### src/rtl/mc_pkg.sv
// Shared types and encodings for the multicycle control unit: FSM states,
// opcode constants, opcode classes and datapath select encodings.
package mc_pkg;

   typedef enum logic [3:0] {
      S_FETCH,
      S_DECODE,
      S_MEM_ADR,
      S_MEM_READ,
      S_MEM_WB,
      S_MEM_WRITE,
      S_EXEC_R,
      S_EXEC_I,
      S_ALU_WB,
      S_BRANCH,
      S_JUMP
   } state_e;

   typedef enum logic [2:0] {
      CL_LOAD,
      CL_STORE,
      CL_R,
      CL_I,
      CL_BRANCH,
      CL_JUMP,
      CL_ILLEGAL
   } op_class_e;

   localparam logic [6:0] OP_LOAD   = 7'b0000011;
   localparam logic [6:0] OP_STORE  = 7'b0100011;
   localparam logic [6:0] OP_R      = 7'b0110011;
   localparam logic [6:0] OP_I      = 7'b0010011;
   localparam logic [6:0] OP_BRANCH = 7'b1100011;
   localparam logic [6:0] OP_JALR   = 7'b1100111;
   localparam logic [6:0] OP_JAL    = 7'b1101111;

   typedef enum logic [1:0] {
      SRCA_PC     = 2'b00,
      SRCA_OLD_PC = 2'b01,
      SRCA_RS1    = 2'b10
   } alu_src_a_e;

   typedef enum logic [1:0] {
      SRCB_RS2   = 2'b00,
      SRCB_IMM   = 2'b01,
      SRCB_FOUR  = 2'b10
   } alu_src_b_e;

   typedef enum logic [1:0] {
      RES_ALU_OUT = 2'b00,
      RES_MEM     = 2'b01,
      RES_ALU     = 2'b10
   } result_src_e;

   typedef enum logic [1:0] {
      ALU_ADD   = 2'b00,
      ALU_SUB   = 2'b01,
      ALU_FUNCT = 2'b10
   } alu_op_e;

endpackage

### src/rtl/multicycle_control_if.sv
// Bundle between the control unit and the datapath/memory: instruction
// status inputs plus every strobe and mux select the controller drives.
interface multicycle_control_if;

   logic [6:0] opcode;
   logic       zero;
   logic       mem_ready;

   logic       mem_req;
   logic       adr_src;
   logic       pc_write;
   logic       ir_write;
   logic       mem_write;
   logic       reg_write;
   logic [1:0] alu_src_a;
   logic [1:0] alu_src_b;
   logic [1:0] result_src;
   logic [1:0] alu_op;
   logic       instr_done;
   logic       illegal_op;

   // Controller side
   modport master (
      input  opcode, zero, mem_ready,
      output mem_req, adr_src, pc_write, ir_write, mem_write, reg_write,
             alu_src_a, alu_src_b, result_src, alu_op, instr_done, illegal_op
   );

   // Datapath / memory side
   modport slave (
      output opcode, zero, mem_ready,
      input  mem_req, adr_src, pc_write, ir_write, mem_write, reg_write,
             alu_src_a, alu_src_b, result_src, alu_op, instr_done, illegal_op
   );

endinterface

### src/rtl/multicycle_control_op_class.sv
// Opcode classifier: maps a raw 7-bit opcode onto the instruction class
// that steers the control FSM out of DECODE.
module op_class_decode
   import mc_pkg::*;
(
   input  logic [6:0] opcode_i,
   output op_class_e  op_class_o
);

   // Pure lookup; anything unrecognised is illegal
   always_comb begin
      op_class_o = CL_ILLEGAL;
      case (opcode_i)
         OP_LOAD:          op_class_o = CL_LOAD;
         OP_STORE:         op_class_o = CL_STORE;
         OP_R:             op_class_o = CL_R;
         OP_I:             op_class_o = CL_I;
         OP_BRANCH:        op_class_o = CL_BRANCH;
         OP_JALR, OP_JAL:  op_class_o = CL_JUMP;
         default:          op_class_o = CL_ILLEGAL;
      endcase
   end

endmodule

### src/rtl/multicycle_control.sv
// Multicycle processor control FSM. Sequences fetch, decode, memory access,
// execute and write-back, stalling in memory states until mem_ready.
module multicycle_control
   import mc_pkg::*;
(
   input  logic                 clk,
   input  logic                 reset,
   multicycle_control_if.master bus
);

   state_e    state_q, state_d;
   op_class_e class_q, class_d;
   op_class_e dec_class;

   op_class_decode u_op_class_decode (
      .opcode_i   (bus.opcode),
      .op_class_o (dec_class)
   );

   // State register plus the instruction class captured in DECODE
   always_ff @(posedge clk) begin
      // NOTE: clocked state uses non-blocking assignments so every register
      // samples pre-edge values regardless of statement order.
      if (reset) begin
         state_q <= S_FETCH;
         class_q <= CL_ILLEGAL;
      end else begin
         state_q <= state_d;
         class_q <= class_d;
      end
   end

   // Next state and all strobes/selects; outputs held inactive during reset
   always_comb begin
      // NOTE: every output gets a default before the case so no path leaves
      // a signal unassigned, which would otherwise infer a latch.
      state_d        = state_q;
      class_d        = class_q;
      bus.mem_req    = 1'b0;
      bus.adr_src    = 1'b0;
      bus.pc_write   = 1'b0;
      bus.ir_write   = 1'b0;
      bus.mem_write  = 1'b0;
      bus.reg_write  = 1'b0;
      bus.instr_done = 1'b0;
      bus.illegal_op = 1'b0;
      bus.alu_src_a  = SRCA_PC;
      bus.alu_src_b  = SRCB_RS2;
      bus.result_src = RES_ALU_OUT;
      bus.alu_op     = ALU_ADD;

      if (!reset) begin
         unique case (state_q)
            S_FETCH: begin
               bus.mem_req    = 1'b1;
               bus.alu_src_b  = SRCB_FOUR;
               bus.result_src = RES_ALU;
               if (bus.mem_ready) begin
                  bus.ir_write = 1'b1;
                  bus.pc_write = 1'b1;
                  state_d      = S_DECODE;
               end
            end
            S_DECODE: begin
               bus.alu_src_a = SRCA_OLD_PC;
               bus.alu_src_b = SRCB_IMM;
               class_d       = dec_class;
               case (dec_class)
                  CL_LOAD, CL_STORE: state_d = S_MEM_ADR;
                  CL_R:              state_d = S_EXEC_R;
                  CL_I:              state_d = S_EXEC_I;
                  CL_BRANCH:         state_d = S_BRANCH;
                  CL_JUMP:           state_d = S_JUMP;
                  default: begin
                     bus.illegal_op = 1'b1;
                     state_d        = S_FETCH;
                  end
               endcase
            end
            S_MEM_ADR: begin
               bus.alu_src_a = SRCA_RS1;
               bus.alu_src_b = SRCB_IMM;
               state_d       = (class_q == CL_STORE) ? S_MEM_WRITE : S_MEM_READ;
            end
            S_MEM_READ: begin
               bus.mem_req = 1'b1;
               bus.adr_src = 1'b1;
               if (bus.mem_ready) state_d = S_MEM_WB;
            end
            S_MEM_WRITE: begin
               bus.mem_req = 1'b1;
               bus.adr_src = 1'b1;
               if (bus.mem_ready) begin
                  bus.mem_write  = 1'b1;
                  bus.instr_done = 1'b1;
                  state_d        = S_FETCH;
               end
            end
            S_MEM_WB: begin
               bus.result_src = RES_MEM;
               bus.reg_write  = 1'b1;
               bus.instr_done = 1'b1;
               state_d        = S_FETCH;
            end
            S_EXEC_R: begin
               bus.alu_src_a = SRCA_RS1;
               bus.alu_src_b = SRCB_RS2;
               bus.alu_op    = ALU_FUNCT;
               state_d       = S_ALU_WB;
            end
            S_EXEC_I: begin
               bus.alu_src_a = SRCA_RS1;
               bus.alu_src_b = SRCB_IMM;
               bus.alu_op    = ALU_FUNCT;
               state_d       = S_ALU_WB;
            end
            S_ALU_WB: begin
               bus.result_src = RES_ALU_OUT;
               bus.reg_write  = 1'b1;
               bus.instr_done = 1'b1;
               state_d        = S_FETCH;
            end
            S_BRANCH: begin
               bus.alu_src_a  = SRCA_RS1;
               bus.alu_src_b  = SRCB_RS2;
               bus.alu_op     = ALU_SUB;
               bus.pc_write   = bus.zero;
               bus.instr_done = 1'b1;
               state_d        = S_FETCH;
            end
            S_JUMP: begin
               bus.alu_src_a = SRCA_OLD_PC;
               bus.alu_src_b = SRCB_FOUR;
               bus.pc_write  = 1'b1;
               state_d       = S_ALU_WB;
            end
            default: state_d = S_FETCH;
         endcase
      end
   end

endmodule

### src/flat_wrapper.sv
// flat-port wrapper written by rule: the top's interface ports become plain ports
module multicycle_control_flat import mc_pkg::*;
  (clk, reset, bus_opcode, bus_zero, bus_mem_ready, bus_mem_req, bus_adr_src, bus_pc_write, bus_ir_write, bus_mem_write, bus_reg_write, bus_alu_src_a, bus_alu_src_b, bus_result_src, bus_alu_op, bus_instr_done, bus_illegal_op);
  multicycle_control_if bus_i ();
  input  logic clk;
  input  logic reset;
  input wire logic [$bits(bus_i.opcode)-1:0] bus_opcode;
  input wire logic [$bits(bus_i.zero)-1:0] bus_zero;
  input wire logic [$bits(bus_i.mem_ready)-1:0] bus_mem_ready;
  output wire logic [$bits(bus_i.mem_req)-1:0] bus_mem_req;
  output wire logic [$bits(bus_i.adr_src)-1:0] bus_adr_src;
  output wire logic [$bits(bus_i.pc_write)-1:0] bus_pc_write;
  output wire logic [$bits(bus_i.ir_write)-1:0] bus_ir_write;
  output wire logic [$bits(bus_i.mem_write)-1:0] bus_mem_write;
  output wire logic [$bits(bus_i.reg_write)-1:0] bus_reg_write;
  output wire logic [$bits(bus_i.alu_src_a)-1:0] bus_alu_src_a;
  output wire logic [$bits(bus_i.alu_src_b)-1:0] bus_alu_src_b;
  output wire logic [$bits(bus_i.result_src)-1:0] bus_result_src;
  output wire logic [$bits(bus_i.alu_op)-1:0] bus_alu_op;
  output wire logic [$bits(bus_i.instr_done)-1:0] bus_instr_done;
  output wire logic [$bits(bus_i.illegal_op)-1:0] bus_illegal_op;
  assign bus_i.opcode = bus_opcode;
  assign bus_i.zero = bus_zero;
  assign bus_i.mem_ready = bus_mem_ready;
  assign bus_mem_req = bus_i.mem_req;
  assign bus_adr_src = bus_i.adr_src;
  assign bus_pc_write = bus_i.pc_write;
  assign bus_ir_write = bus_i.ir_write;
  assign bus_mem_write = bus_i.mem_write;
  assign bus_reg_write = bus_i.reg_write;
  assign bus_alu_src_a = bus_i.alu_src_a;
  assign bus_alu_src_b = bus_i.alu_src_b;
  assign bus_result_src = bus_i.result_src;
  assign bus_alu_op = bus_i.alu_op;
  assign bus_instr_done = bus_i.instr_done;
  assign bus_illegal_op = bus_i.illegal_op;
  multicycle_control u_core (.clk(clk), .reset(reset), .bus(bus_i));
endmodule
### config.mk
export PLATFORM = sky130hd
export DESIGN_NAME = multicycle_control_flat
export DESIGN_NICKNAME = d
export VERILOG_FILES = /design/src/rtl/mc_pkg.sv /design/src/rtl/multicycle_control_if.sv /design/src/rtl/multicycle_control_op_class.sv /design/src/rtl/multicycle_control.sv /design/src/flat_wrapper.sv
export SDC_FILE = /design/constraint.sdc
export NUM_CORES = 1
export LEC_CHECK = 0
export CAP_MARGIN = 20
export CORE_MARGIN = 3
export CORE_UTILIZATION = 43
export CTS_CLUSTER_DIAMETER = 200
export CTS_CLUSTER_SIZE = 28
export DETAILED_ROUTE_END_ITERATION = 8
export PLACE_DENSITY = 0.78
export SLEW_MARGIN = 25
export SYNTH_ARGS = -nofsm -noshare
export SYNTH_HDL_FRONTEND = slang
export SYNTH_SLANG_ARGS = --single-unit
### constraint.sdc
create_clock -name clk -period 2.1 [get_ports clk]
set_clock_uncertainty 0.2 [all_clocks]
set_input_delay 0.42 -clock clk [delete_from_list [all_inputs] [get_ports clk]]
set_output_delay 0.42 -clock clk [all_outputs]
set_load 0.05 [all_outputs]
==> metrics.md, run 1 <==
| Metric | Value |
|---|---|
| Synth cell types | 35 |
| Setup bufs post-CTS | 6 |
| Outcome | stopped before the end |
| Starting Density | 46.7% |
| Dpl cells | 169 |
| Yosys reg bits | 7 |
| Yosys warns | 0 |
| Cell Area, Synth | 719 sq um |
| Final GP Congestion | 0.860 |
| CTS H-tree depth | 1 |
| Register area share after synthesis | 19.5% |
| Die Wd | 46.9 um |
| Pre-CTS setup slack | -443 ps |
| Post-synth EDFFs | 0 |
| Height of the die | 46.9 um |
| Fraction of registers with async set/reset | 0% |
| Failed at | clock tree synthesis (4_1_cts) |
| Clock root cell | clkbuf_4 |
| # port buffers | 26 |
| DP Wirelength | 2.58 mm |
| Syn Inst Count | 108 |
| Hold_buf cts | 0 |
| Prevailing post-synth register cell | dfxtp_1 |
| Yosys top cell area share | 19.5% |
| Total CTS buffers | 3 |
| PostCTS Resize Cnt | 35 |
| Clock buffer depth | 2 |
| # rows | 14 |
| Stop err | [ERROR DPL-0038] Utilization greater than 100%, impossible to legalize |
| Syn nets | 119 |
| Largest cells by area after synthesis | dfxtp_1, a21oi_1, nor3_1 |
| Post-Syn Area per Cell | 6.66 sq um |
| I/O pins | 27 |
| Synth area leader | dfxtp_1 |
| Clock Sink Count | 7 |
[synth_stat cells, types with 2 or more instances]
master,n
o21a_1,2
nor2_1,8
or2_2,2
nor2b_1,3
nor3b_1,3
nand2_1,9
or4_1,2
dfxtp_1,7
and3_1,3
clkbuf_1,7
inv_1,4
nand3b_1,3
nor3_1,10
o21ai_0,3
buf_2,2
nor4_1,2
a21oi_1,13
o21bai_1,2
and3b_1,2
nand2b_1,5
a21o_1,2
[logic make-up after synthesis]
kind of cell	synth area share (%)
compound gates	24.3
flops	19.5
simple gates	45.0
xor+xnor	2.44
buf+inv	8.70
[stage by stage]
step                hold WS (ps)  instance area [sq um]
floorplan                    227                    852
global placement             243                   1450
detailed placement           267                   1450
==> run 2: changes to the inputs <==
--- a/config.mk
+++ b/config.mk
@@ -6,12 +6,10 @@
 export NUM_CORES = 1
 export LEC_CHECK = 0
 export CAP_MARGIN = 20
-export CORE_MARGIN = 3
-export CORE_UTILIZATION = 43
-export CTS_CLUSTER_DIAMETER = 200
-export CTS_CLUSTER_SIZE = 28
+export CORE_AREA = 3 3 64 66
 export DETAILED_ROUTE_END_ITERATION = 8
-export PLACE_DENSITY = 0.78
+export DIE_AREA = 0 0 67 69
+export PLACE_DENSITY_LB_ADDON = 0.15
 export SLEW_MARGIN = 25
 export SYNTH_ARGS = -nofsm -noshare
 export SYNTH_HDL_FRONTEND = slang
==> run 2 against run 1 <==
The flow now finishes, with violations (negative setup slack). Synthesized cell count is the same. Area after synthesis is the same.
==> metrics.md, run 2 <==
| Metric | Value |
|---|---|
| Avg WL per Cell | 12.0 um |
| Combinational power share | 44.2% |
| Antenna viol nets, final | 0 |
| Starting Density | 19.8% (-27 points) |
| Layout area overhead | 147% |
| Yosys top cell area share | 19.5% (unchanged) |
| Fin nets | 181 |
| Share of layout cells above drive strength 1 | 52.7% |
| Worst-path clk slew | 40 ps |
| Most frequent cells in the layout | buf_4, buf_12, a21oi_1 |
| DRC | 0 |
| Reg with most FFs | u_core.state_q |
| # port buffers | 26 (unchanged) |
| Initial antenna violation count | 0 |
| Critical Path RT | 1480 ps |
| Height of the die | 69 um (+47%) |
| Critical Path AT | 1530 ps |
| Fill cells | 358 |
| Total Wirelength | 2.60 mm |
| Gr usage total | 12.1% |
| Peak VDD IR | 0.160 mV |
| Final GP Congestion | 0.799 (-7.2%) |
| Fmax | 464 MHz |
| Synth cell types | 35 (unchanged) |
| # setup viols final | 3 |
| RSZ-0062 raised after global routing | true |
| Final period util | 103% |
| Synth cell count leaders | a21oi_1, nor3_1, nand2_1 |
| Core area | 3630 sq um |
| Number of vias per cell | 4.67 |
| CTS H-tree depth | 1 (unchanged) |
| Clock Sink Count | 7 (unchanged) |
| # rows | 22 (+8) |
| Grt ovf | 0 |
| First-pass GRT wire length | 4.54 mm |
| Slew of the pin with the lowest slew margin | 421 ps |
| Static Leak | 0.715 nW |
| Yosys reg bits | 7 (unchanged) |
| DP Wirelength | 1.92 mm (-26%) |
| FF/Latch Area | 146 sq um |
| Power Dens Cells | 323 nW/um^2 |
| Yosys warns | 0 (unchanged) |
| Initial DRC Count | 18 |
| Most numerous cell in the Yosys netlist | a21oi_1 |
| Die area | 4620 sq um |
| Die Wd | 67 um (+43%) |
| Clock root cell | clkbuf_8 |
| Largest cells by area after synthesis | dfxtp_1, a21oi_1, nor3_1 |
| Sequential Power Share | 24.1% |
| Register area share after synthesis | 19.5% (unchanged) |
| I/O pins | 27 (unchanged) |
| Relative slew margins | 71.7% |
| Syn Inst Count | 108 (unchanged) |
| Hold_buf cts | 0 (unchanged) |
| Clk network pwr share | 31.8% |
| Pint | 0.000400 W |
| Router iterations before antenna repair | 5 |
| Cell Area, Synth | 719 sq um (unchanged) |
| Setup ws final | -53.4 ps |
| Critical path class | flop to primary output |
| Clk_lat worst skew | 220 ps |
| Hold crit path type | flop to flop |
| Max Cap Violations | 0 |
| Sw Share | 30.4% |
| Largest net degree at the start of global routing | 13 |
| Final core utilization | 48.9% |
| Net load switching power | 0.000175 W |
| Post-synth EDFFs | 0 (unchanged) |
| Post-layout minimum cycle time | 2150 ps |
| Prevailing post-synth register cell | dfxtp_1 |
| Final Hold Viols | 0 |
| Setup crit start kind | flop |
| Vias in the first global route | 1026 |
| Ant diodes | 0 |
| Worst hold slack | 250 ps |
| Commonest non-fill, non-tap cell in the layout | buf_4 |
| CTS tree | built |
| Outcome | finished, violations left |
| Post-Syn Area per Cell | 6.66 sq um (unchanged) |
| Failing checks | negative setup slack |
| Slew Limit Fails | 0 |
| Largest regs | u_core.state_q (4), u_core.class_q (3) |
| Clock buffer depth | 2 (unchanged) |
| Total CTS buffers | 3 (unchanged) |
| Synth area leader | dfxtp_1 |
| CP Max Fanout | 3 |
| Max reg flops | 4 |
| Fraction of registers with async set/reset | 0% (unchanged) |
| Syn nets | 119 (unchanged) |
| Multi-input logic area | 689 sq um |
| Routed via count | 1014 |
| Worst setup EP type | primary output |
==> run 2: cells by family (layout without fill, tap and decap cells) <==
kind of cell / count (synthesis) / in the layout / synth area share [%]
compound gates: 28 / 28 / 24.3
simple gates: 57 / 57 / 45.0
xor+xnor: 2 / 2 / 2.44
flops: 7 / 7 / 19.5
buf+inv: 14 / 75 / 8.70
==> run 2: area by class of cell <==
cell class / instances / share of cell area (%)
well taps: 48 / 3.38
repair buffers: 67 / 46.2
multi-input cells: 87 / 38.8
inverters: 4 / 0.844
flip-flops and latches: 7 / 8.23
clock buffers: 4 / 2.53
==> run 2: power groups by stage <==
stage	Combinational, W	Sequential (W)	Clock [W]
floorplan	0.000119	0.000139	0
global placement	0.000232	0.000140	0
detailed placement	0.000233	0.000140	0
CTS	0.000244	0.000138	0.000188
global route	0.000270	0.000139	0.000201
finish	0.000254	0.000138	0.000182
==> run 2: worst max-delay path, cell delays in order (launching register included) <==
cell and delay, ps:
dfxtp_2 330, buf_12 130, or4_4 540, a2bb2oi_4 160, buf_12 150
==> run 2: worst paths after layout <==
kind,startpoint,endpoint,slack (ps),cells after the start
max,u_core.state_q[3],bus_pc_write,-50,4
min reg2reg,u_core.class_q[0],u_core.class_q[0],250,2
max reg2reg,u_core.state_q[3],u_core.state_q[0],180,4
min,u_core.class_q[0],u_core.class_q[0],250,2
==> run 2: timing repair <==
action / CTS / global route
gates cloned: 1 / 1
pin swaps: 10 / 7
endpoints found under the hold margin: 0 / 0
buffers inserted: 7 / 3
gates resized for setup: 27 / 8
setup endpoints to repair: 16 / 15
==> run 2: per-stage QoR <==
step                TNS [ps]  total power, W  cells  cell area [sq um]  setup slack [ps]
global placement       -2270        0.000372    201               1510              -249
global route            -493        0.000610    217               1780             -82.8
detailed placement     -2630        0.000373    201               1510              -272
CTS                    -93.1        0.000570    213               1720             -79.7
floorplan               -185        0.000258    108                852              -185
finish                 -82.1        0.000575    217               1780             -53.4
==> run 2: per-layer routing <==
layer | up-vias | share of wire, % | track usage (%)
met5 | - | 0 | 0
met3 | 2 | 4.1 | 2.61
met2 | 19 | 54 | 22.5
met1 | 478 | 41 | 13.8
li1 | 515 | - | -
met4 | 0 | 0.42 | 2.03
No activity file was read; power rests on OpenSTA's default activity.
==> run 3: changes to the inputs <==
--- a/config.mk
+++ b/config.mk
@@ -10,7 +10,7 @@
 export DETAILED_ROUTE_END_ITERATION = 8
 export DIE_AREA = 0 0 67 69
 export PLACE_DENSITY_LB_ADDON = 0.15
-export SLEW_MARGIN = 25
+export SLEW_MARGIN = 10
 export SYNTH_ARGS = -nofsm -noshare
 export SYNTH_HDL_FRONTEND = slang
 export SYNTH_SLANG_ARGS = --single-unit
==> results of run 3 <==
Final layout, timing and power as in run 2 (identical DEF).
==> run 4: changes to the inputs <==
--- a/config.mk
+++ b/config.mk
@@ -10,6 +10,7 @@
 export DETAILED_ROUTE_END_ITERATION = 8
 export DIE_AREA = 0 0 67 69
 export PLACE_DENSITY_LB_ADDON = 0.15
+export SKIP_CTS_REPAIR_TIMING = 1
 export SLEW_MARGIN = 10
 export SYNTH_ARGS = -nofsm -noshare
 export SYNTH_HDL_FRONTEND = slang
==> run 4 against run 3 <==
Total power shrank 0.96%. Combinational power shrank 2%. Fmax shrank 1.8%. Cell count grew 1.8%. Sequential share of layout area is essentially flat. Sequential power is essentially flat. Via count is the same. The run still ends with negative setup slack left.
==> metrics.md, run 4 (synthesized netlist as in run 2, its figures left out) <==
| Metric | Value |
|---|---|
| Critical Path AT | 1570 ps (+40 ps) |
| Max reg flops | 4 (unchanged) |
| Core area | 3630 sq um (unchanged) |
| Sw Share | 30.6% (+0.17 points) |
| Ant diodes | 0 (unchanged) |
| DP Wirelength | 1.92 mm (unchanged) |
| CTS H-tree depth | 1 (unchanged) |
| Reg with most FFs | u_core.state_q |
| Net load switching power | 0.000174 W (-0.40%) |
| Static Leak | 0.783 nW (+9.4%) |
| Setup ws final | -92.2 ps (-38.8 ps) |
| Tot Pwr | 0.000569 W (-0.96%) |
| Clock root cell | clkbuf_8 |
| Final Hold Viols | 0 (unchanged) |
| Setup crit start kind | flop |
| # rows | 22 (unchanged) |
| Worst path cell trace | buf_12, or4_4, a2bb2oi_4, buf_12 |
| Sequential Power Share | 23.9% (-0.2 points) |
| Initial DRC Count | 29 (+11) |
| Router iterations before antenna repair | 4 (-1) |
| Clock Sink Count | 7 (unchanged) |
| Share of layout cells above drive strength 1 | 54.9% (+2.3 points) |
| Clock buffer depth | 2 (unchanged) |
| Final GP Congestion | 0.799 (unchanged) |
| Pint | 0.000395 W (-1.2%) |
| Die area | 4620 sq um (unchanged) |
| Layout area overhead | 152% |
| Failing checks | negative setup slack |
| Die Wd | 67 um (unchanged) |
| Avg WL per Cell | 11.7 um (-2.1%) |
| Antenna viol nets, final | 0 (unchanged) |
| Fmax | 456 MHz (-1.8%) |
| Clk network pwr share | 32.2% (+0.4 points) |
| Most frequent cells in the layout | buf_4, buf_12, a21oi_1 |
| Worst setup EP type | primary output |
| CP dominant cell by count | buf_12 |
| Critical path class | flop to primary output |
| Slew Limit Fails | 0 (unchanged) |
| Worst-path cell with the longest stage delay | or4_4 |
| Fill cells | 334 (-6.7%) |
| Commonest non-fill, non-tap cell in the layout | buf_4 |
| Initial antenna violation count | 0 (unchanged) |
| Dpl cells | 201 (unchanged) |
| Number of vias per cell | 4.59 (-1.8%) |
| CP Max Fanout | 8 (+5) |
| Worst-path clk slew | 40 ps (about the same) |
| Clk_lat worst skew | 220 ps (about the same) |
| Peak VDD IR | 0.160 mV (about the same) |
| CTS tree | built |
| Gr usage total | 10.6% (-1.5 points) |
| Relative slew margins | 72.8% (+1.0 points) |
| Outcome | finished, violations left |
| DRC | 0 (unchanged) |
| First-pass GRT wire length | 3.98 mm (-12%) |
| Total CTS buffers | 3 (unchanged) |
| Critical Path RT | 1480 ps (about the same) |
| Combinational power share | 43.9% (-0.3 points) |
| Total Wirelength | 2.59 mm (-0.27%) |
| Grt ovf | 0 (unchanged) |
| Largest net degree at the start of global routing | 21 (+8) |
| Max Cap Violations | 0 (unchanged) |
| Post-Layout Cell Count | 221 (+1.8%) |
| # port buffers | 26 (unchanged) |
| Hold crit path type | flop to flop |
| Post-layout minimum cycle time | 2190 ps (+38.8 ps) |
| Final period util | 104% (+1.8 points) |
| # setup viols final | 3 (unchanged) |
| CP peak stage delay | 540 ps (about the same) |
| I/O pins | 27 (unchanged) |
| RSZ-0062 raised after global routing | true |
| Fin nets | 185 (+2.2%) |
| Starting Density | 19.8% (unchanged) |
| Power Dens Cells | 313 nW/um^2 (-3.0%) |
| Largest regs | u_core.state_q (4), u_core.class_q (3) |
| Slew of the pin with the lowest slew margin | 405 ps (-15.5 ps) |
| Height of the die | 69 um (unchanged) |
| Routed via count | 1014 (unchanged) |
| Vias in the first global route | 954 (-7.0%) |
## run 4: cell types whose count changed in the layout (fill, tap and decap cells not counted), moves of 2 or more
cell            before  now
buf_12              21   19
dlygate4sd2_1        6    0
clkbuf_16            0    2
dlymetal6s2s_1       0    6
buf_4               30   36
## run 4: final cells by class
cell class | instances | area, sq um | area share, %
inverters | 4 | 15.0 | 0.827
flip-flops and latches | 7 | 150 | 8.27
repair buffers | 71 | 861 | 47.4
multi-input cells | 87 | 684 | 37.7
clock buffers | 4 | 45.0 | 2.48
well taps | 48 | 60.1 | 3.31
## run 4: critical path, delay by kind of cell, from the launching register on
family          cells  cell delay (ps)
buf+inv             2              280
compound gates      1              180
simple gates        1              540
flops               1              350
## run 4: final timing paths
path,slack [ps],from,to,cells after the start
min,250,u_core.class_q[0],u_core.class_q[0],2
max reg2reg,170,u_core.state_q[3],u_core.state_q[0],4
min reg2reg,250,u_core.class_q[0],u_core.class_q[0],2
max,-90,u_core.state_q[3],bus_pc_write,4
## run 4: power groups by stage
stage               combinational [W]  clock [W]  sequential (W)
finish                       0.000250   0.000183        0.000136
global placement             0.000232          0        0.000140
CTS                          0.000234   0.000188        0.000138
detailed placement           0.000233          0        0.000140
global route                 0.000265   0.000201        0.000136
floorplan                    0.000119          0        0.000139
## run 4: layer usage
layer	wire length (um)	track usage, %	vias up
li1	-	-	519
met1	1070	12.7	474
met2	1400	18.6	19
met3	106	2.61	2
met4	8	2.03	0
met5	0	0	-
## run 4: metrics by stage
step | instance area (sq um) | setup TNS (ps) | hold WS, ps | worst slack (ps) | utilization (%)
after floorplan | 852 | -185 | 227 | -185 | -
after global placement | 1510 | -2270 | 242 | -249 | 41.4
after detailed placement | 1510 | -2630 | 248 | -272 | 41.4
after CTS | 1550 | -2500 | 253 | -271 | 42.7
after global routing | 1820 | -402 | 278 | -125 | 50.0
final | 1820 | -151 | 250 | -92.2 | 50.0
